[src/rtl/buf_rx_fifo.sv]
// Clocked four-phase receiver behind BUF: synchronises BtoR_REQ, pushes DO into a small FIFO, and acknowledges.
// Optional push-sequence checker is enabled by defining BUF_RX_SEQ_CHECK_EN.
module buf_rx_fifo #(
    parameter int DEPTH = 4,
    parameter int LW    = $clog2(DEPTH) + 1
) (
    input  logic          clk,
    input  logic          rst,
    input  logic          BtoR_REQ,
    input  logic [31:0]   DO,
    output logic          RtoB_ACK,
    output logic          out_valid,
    input  logic          out_ready,
    output logic [31:0]   out_data,
    output logic [LW-1:0] level,
    output logic          seq_err,
    output logic [15:0]   err_cnt
);
    localparam int AW = $clog2(DEPTH);

    typedef enum logic {IDLE, ACKED} state_t;

    state_t        state_reg, state_next;
    logic          req_meta_reg, req_s_reg;
    logic [31:0]   mem [DEPTH];
    logic [LW-1:0] wr_ptr_reg, rd_ptr_reg;
    logic [LW-1:0] level_int;
    logic          full, empty, push, pop;

    always_ff @(posedge clk) begin
        if (rst) begin
            req_meta_reg <= 1'b0;
            req_s_reg    <= 1'b0;
        end else begin
            req_meta_reg <= BtoR_REQ;
            req_s_reg    <= req_meta_reg;
        end
    end

    // Pointers carry one extra bit so full and empty stay distinguishable.
    assign level_int = wr_ptr_reg - rd_ptr_reg;
    assign full      = (level_int == LW'(DEPTH));
    assign empty     = (level_int == '0);
    assign pop       = !empty && out_ready;

    always_comb begin
        state_next = state_reg;
        push       = 1'b0;
        case (state_reg)
            IDLE: begin
                if (req_s_reg && !full) begin
                    push       = 1'b1;
                    state_next = ACKED;
                end
            end
            ACKED: begin
                if (!req_s_reg) begin
                    state_next = IDLE;
                end
            end
            default: state_next = IDLE;
        endcase
    end

    always_ff @(posedge clk) begin
        if (rst) begin
            state_reg  <= IDLE;
            wr_ptr_reg <= '0;
            rd_ptr_reg <= '0;
        end else begin
            state_reg <= state_next;
            if (push) begin
                wr_ptr_reg <= wr_ptr_reg + 1'b1;
            end
            if (pop) begin
                rd_ptr_reg <= rd_ptr_reg + 1'b1;
            end
        end
    end

    // Storage has no reset so it can map onto distributed RAM.
    always_ff @(posedge clk) begin
        if (push) begin
            mem[wr_ptr_reg[AW-1:0]] <= DO;
        end
    end

    assign RtoB_ACK  = (state_reg == ACKED);
    assign out_valid = !empty;
    assign out_data  = mem[rd_ptr_reg[AW-1:0]];
    assign level     = level_int;

`ifdef BUF_RX_SEQ_CHECK_EN
    logic [31:0] expect_reg;
    logic        seq_err_reg;
    logic [15:0] err_cnt_reg;

    always_ff @(posedge clk) begin
        if (rst) begin
            expect_reg  <= '0;
            seq_err_reg <= 1'b0;
            err_cnt_reg <= '0;
        end else if (push) begin
            expect_reg <= DO + 32'd1;
            if (DO != expect_reg) begin
                seq_err_reg <= 1'b1;
                if (err_cnt_reg != 16'hFFFF) begin
                    err_cnt_reg <= err_cnt_reg + 16'd1;
                end
            end
        end
    end

    assign seq_err = seq_err_reg;
    assign err_cnt = err_cnt_reg;
`else
    assign seq_err = 1'b0;
    assign err_cnt = 16'd0;
`endif

endmodule

[config.mk]
export PLATFORM = sky130hd
export DESIGN_NAME = buf_rx_fifo
export DESIGN_NICKNAME = d
export VERILOG_FILES = /design/src/rtl/buf_rx_fifo.sv
export SDC_FILE = /design/constraint.sdc
export NUM_CORES = 1
export LEC_CHECK = 0
export ABC_AREA = 1
export ABC_CLOCK_PERIOD_IN_PS = 8730
export CORE_MARGIN = 2
export CORE_UTILIZATION = 45
export CTS_CLUSTER_DIAMETER = 150
export CTS_CLUSTER_SIZE = 25
export DETAILED_ROUTE_END_ITERATION = 8
export PLACE_DENSITY = 0.76
export SKIP_LAST_GASP = 1
export SLEW_MARGIN = 20
export SYNTH_ARGS = -nofsm -noshare
export SYNTH_HDL_FRONTEND = slang
export SYNTH_SLANG_ARGS = --single-unit
[constraint.sdc]
create_clock -name clk -period 8.73 [get_ports clk]
set_input_delay 2.619 -clock clk [delete_from_list [all_inputs] [get_ports clk]]
set_output_delay 2.619 -clock clk [all_outputs]
set_load 0.01 [all_outputs]
After elaboration in Yosys (flattened, before gate mapping)
Memories as Yosys holds them, arrays and structs flattened. A register that Yosys moved wholly into a read port is not among the register bits.
Index checks and enable logic that the tools add are counted.

word-level totals
  bits in registers = 9
  bits in latches = 0
  memory bits (writable) = 128
  bits in read-only memories = 0
  output and inout bits = 54
  logic and storage cells = 24
  memories kept = 1

memories
  memory  words  bits a word  rd ports  clocked after Yosys merged registers in  wr ports  RTL line  source
  mem     4      32           1         1                                        1         25        logic [31:0] mem [DEPTH];

operators by class
  add/subtract/negate cells = 3
  $mul = 0
  divide/modulo/power cells = 0
  order comparisons = 0
  equal/unequal tests = 1
  shift operators = 0
  multiplexer cells = 8
  bitwise logic cells = 1
  reductions and logical operators = 5

operator list
  kind                                                           number
  3-bit by 1-bit adder with 3-bit output, second input constant  2
  1-bit two-way mux                                              5
  2-bit two-way mux                                              2
  3-bit == test, second input constant                           1
  3-bit zero test                                                1
  3-bit subtractor                                               1
  1-bit logical AND                                              2
  1-bit zero test                                                2
  1-bit one-hot mux with 2 select lines                          1
  1-bit inverter                                                 1

Depth between registers and ports, before layout
  depth in word-level cells = 8
  mapped depth = 12

Worst setup path after synthesis
OpenSTA, ideal clock, no wires.

  path type = flip-flop to output port
  start = register wr_ptr_reg[0]
  end = output out_valid
  arrival time = 1.417 ns
  data required time = 6.111 ns
  path slack = 4.694 ns
  cell stages (with the launch flop) = 7
  buffers on the path = 0
  cell sequence = dfxtp_1 > inv_1 > ha_1 > fa_1 > nand2_1 > inv_1 > nand3_2

on the way
  word-level cells in the longest chain between the ends = 3

ends and longest elaborated chain
  element                 RTL line  source
  from (decl)             26        logic [LW-1:0] wr_ptr_reg, rd_ptr_reg;
  from (signal assigned)  73        wr_ptr_reg <= wr_ptr_reg + 1'b1;
  3-bit subtractor        41        assign level_int = wr_ptr_reg - rd_ptr_reg;
  3-bit zero test         43        assign empty = (level_int == '0);
  1-bit zero test         89        assign out_valid = !empty;
  to (decl)               12        output logic out_valid,

No other way between the ends.

==> results_dict.tcl <==
set metrics [dict create \
    syn_avg_cell_area_um2 13.2 \
    syn_area_um2 5490 \
    drive_gt1_share_pct 10.2 \
    grt_overflow 0 \
    finalPower_mw 2.19 \
    worstHoldStart "req_meta_reg$_SDFF_PP0_" \
    top_level_ports 90 \
    antenna_found_initial 0 \
    insertedDiodeCount 0 \
    drcViolationCount 0 \
    worst_pin_slew_ns 1.06 \
    ys_top_cells_by_area "edfxtp_1 70%, o21ai_0 5.7%, nor2_1 5.3%" \
    synth_edf_count 128 \
    clk_pin_slew_ns 0.06 \
    yosys.cell_count.top_type "edfxtp_1" \
    ys_ff_latch 139 \
    power.share.combinational_pct 32.6 \
    ctsHoldBuffers 0 \
    vias 3356 \
    dp_hpwl_um 5910 \
    p_leak_nw 2.39 \
    cp-end-kind "primary output" \
    path_max_fanout 65 \
    root_buffer "clkbuf_16" \
    firstDrtPassIters 4 \
    status "finished, final reports clean" \
    max_freq_mhz 180 \
    yosys.area.top_type "edfxtp_1" \
    path_class "reg -> out" \
    grt_pass1_wl_um 16800 \
    p_seq_share_pct 36.2 \
    min-delay-path-class "reg -> reg" \
    worstSkewPairLatency_ns 0.41 \
    initial_core_util_pct 45.9 \
    hold_path_depth 2 \
    cts_tree "built" \
    async_flop_share_pct 0 \
    switching_share_pct 31.1 \
    pre_cts_slack_ns 3.24 \
    num_rows 40 \
    drv_slew 0 \
    worstReg2RegEnd "mem[2][15]$_DFFE_PP_" \
    yosysWarnings 0 \
    routed_via_density 5.17 \
    arrival_ns 2.94 \
    finalSetupTns_ns 0 \
    cts_resized 0 \
    start_kind "register" \
    setup_ws_ns 3.17 \
    wl_per_cell_um 16.1 \
    syn_to_final_growth_pct 25.1 \
    grt_usage_pct 17.0 \
    drt_wl_total_um 10500 \
    setup_violations 0 \
    holdPathEnd "req_s_reg$_SDFF_PP0_" \
    r2r_cells 10 \
    dieArea_um2 13100 \
    clock_skew_ns 0.0105 \
    gp_congestion 0.748 \
    final_cells 649 \
    dp_cells 617 \
    grt_pass1_vias 3458 \
    largest_reg_flops 128 \
    clock_path_buffers 2 \
    cts_setup_buffers 0 \
    p_per_area_nw_per_um2 319 \
    p_switching_mw 0.682 \
    portBuffers 72 \
    synth_cell_types 25 \
    htree_levels 4 \
    synth-main-ff-cell "edfxtp_1" \
    timing.rr.start "wr_ptr_reg[0]$_SDFFE_PP0P_" \
    synth_common_cells "128 x edfxtp_1, 77 x nor2_1, 62 x o21ai_0, 32 x o22ai_1, 22 x inv_1" \
    cap_violations 0 \
    clkPwrFrac_pct 31.3 \
    synth_top_area_share_pct 70.0 \
    finalHoldViolations 0 \
    finalCritPeriodShare_pct 63.7 \
    internal-power_mw 1.51 \
    seq_area_frac_synth_pct 74.1 \
    rsz0062_at_grt "no" \
    drt-initial-drc-count 230 \
    cts_buffers 17 \
    core_area_um2 12000 \
    detail-route-antenna-nets 0 \
    fin_crit_ns 5.56 \
    reg2reg_slack_ns 5.77 \
    irDropWorstVdd_v 0.000181 \
    grt_max_degree 66 \
    nets 532 \
    post-route-util_pct 57.4 \
    die_width_um 114 \
    die_h_um 114 \
    slew_headroom_pct 29.4 \
    crit_required_ns 6.11 \
    postSynthCellCount 416 \
    clkSinkCount 139 \
]
[critical path, stage by stage (launching register included)]
cell and delay, ns:
dfxtp_2 0.31, buf_4 0.31, inv_2 0.80, o21ai_0 0.23, o22ai_1 0.25, clkdlybuf4s50_1 0.58
[final cells by class]
class                   instances  area [um2]
multi-input cells             231        1200
clock buffers                  19         433
repair buffers                 74         736
flip-flops and latches        139        4070
clock inverters                13         145
well taps                     147         184
fillers                       914        5100
inverters                      26        97.6
[power by group through the flow]
stage                     registers [mW]  logic (mW)  clock network (mW)
final                              0.793       0.714               0.685
after floorplan                    0.784       0.395                   0
after global placement             0.805       0.704                   0
after detailed placement           0.807       0.716                   0
after global routing               0.798       0.785               0.722
after CTS                          0.793       0.722               0.692
[layout by cell type, fill, tap and decap left out, types with 2 or more instances in the layout]
| cell type | n |
|---|---|
| nand3_1 | 2 |
| clkinv_2 | 2 |
| clkinv_4 | 4 |
| o21ai_0 | 62 |
| dfxtp_2 | 2 |
| inv_6 | 2 |
| conb_1 | 17 |
| dfxtp_1 | 9 |
| nand4_1 | 3 |
| nand3_4 | 2 |
| nand3_2 | 3 |
| edfxtp_1 | 128 |
| nor2_1 | 74 |
| nor2_4 | 3 |
| inv_2 | 4 |
| bufinv_16 | 2 |
| clkdlybuf4s50_1 | 72 |
| o22ai_1 | 32 |
| clkbuf_1 | 2 |
| nand2_2 | 3 |
| clkbuf_16 | 17 |
| o21ai_1 | 4 |
| buf_4 | 2 |
| inv_1 | 22 |
| nand2_1 | 15 |
| ha_1 | 6 |
| clkinvlp_4 | 3 |
[worst max path at each step]
stage	start	endpoint	slack, ns	cells after the start
floorplan	wr_ptr_reg[0]$_SDFFE_PP0P_	out_valid	4.69	6
global placement	register	out_data[8]	3.30	4
detailed placement	register	out_data[1]	3.24	4
CTS	register	out_data[11]	2.79	4
global route	register	out_data[8]	2.89	5
finish	register	out_data[11]	3.17	5
[routing by layer]
metal | vias to the layer above | share of wire (%) | GRT usage, %
li1 | 1615 | - | -
met2 | 109 | 51 | 29.0
met1 | 1622 | 43 | 20.5
met4 | 0 | 0.89 | 5.20
met5 | - | 0 | 0
met3 | 10 | 5.6 | 5.77
[kinds of logic (layout without fill, tap and decap cells)]
logic type | Yosys count | count (layout) | share of synthesized area, %
flip-flops | 139 | 139 | 74.1
adder cells (fa/ha/maj) | 7 | 7 | 1.73
other | 1 | 17 | 0.0683
buffers and inverters | 62 | 132 | 5.56
XOR/XNOR | 1 | 1 | 0.160
AO/OA/AOI/OAI | 100 | 100 | 9.96
AND/OR/NAND/NOR | 106 | 106 | 8.46
[per-stage QoR]
stage / hold slack [ns] / area, um2
floorplan: 0.388 / 5550
global placement: 0.397 / 6280
detailed placement: 0.400 / 6280
CTS: 0.412 / 6860
global route: 0.427 / 6860
finish: 0.413 / 6860
(Power assumes the default switching activity.)
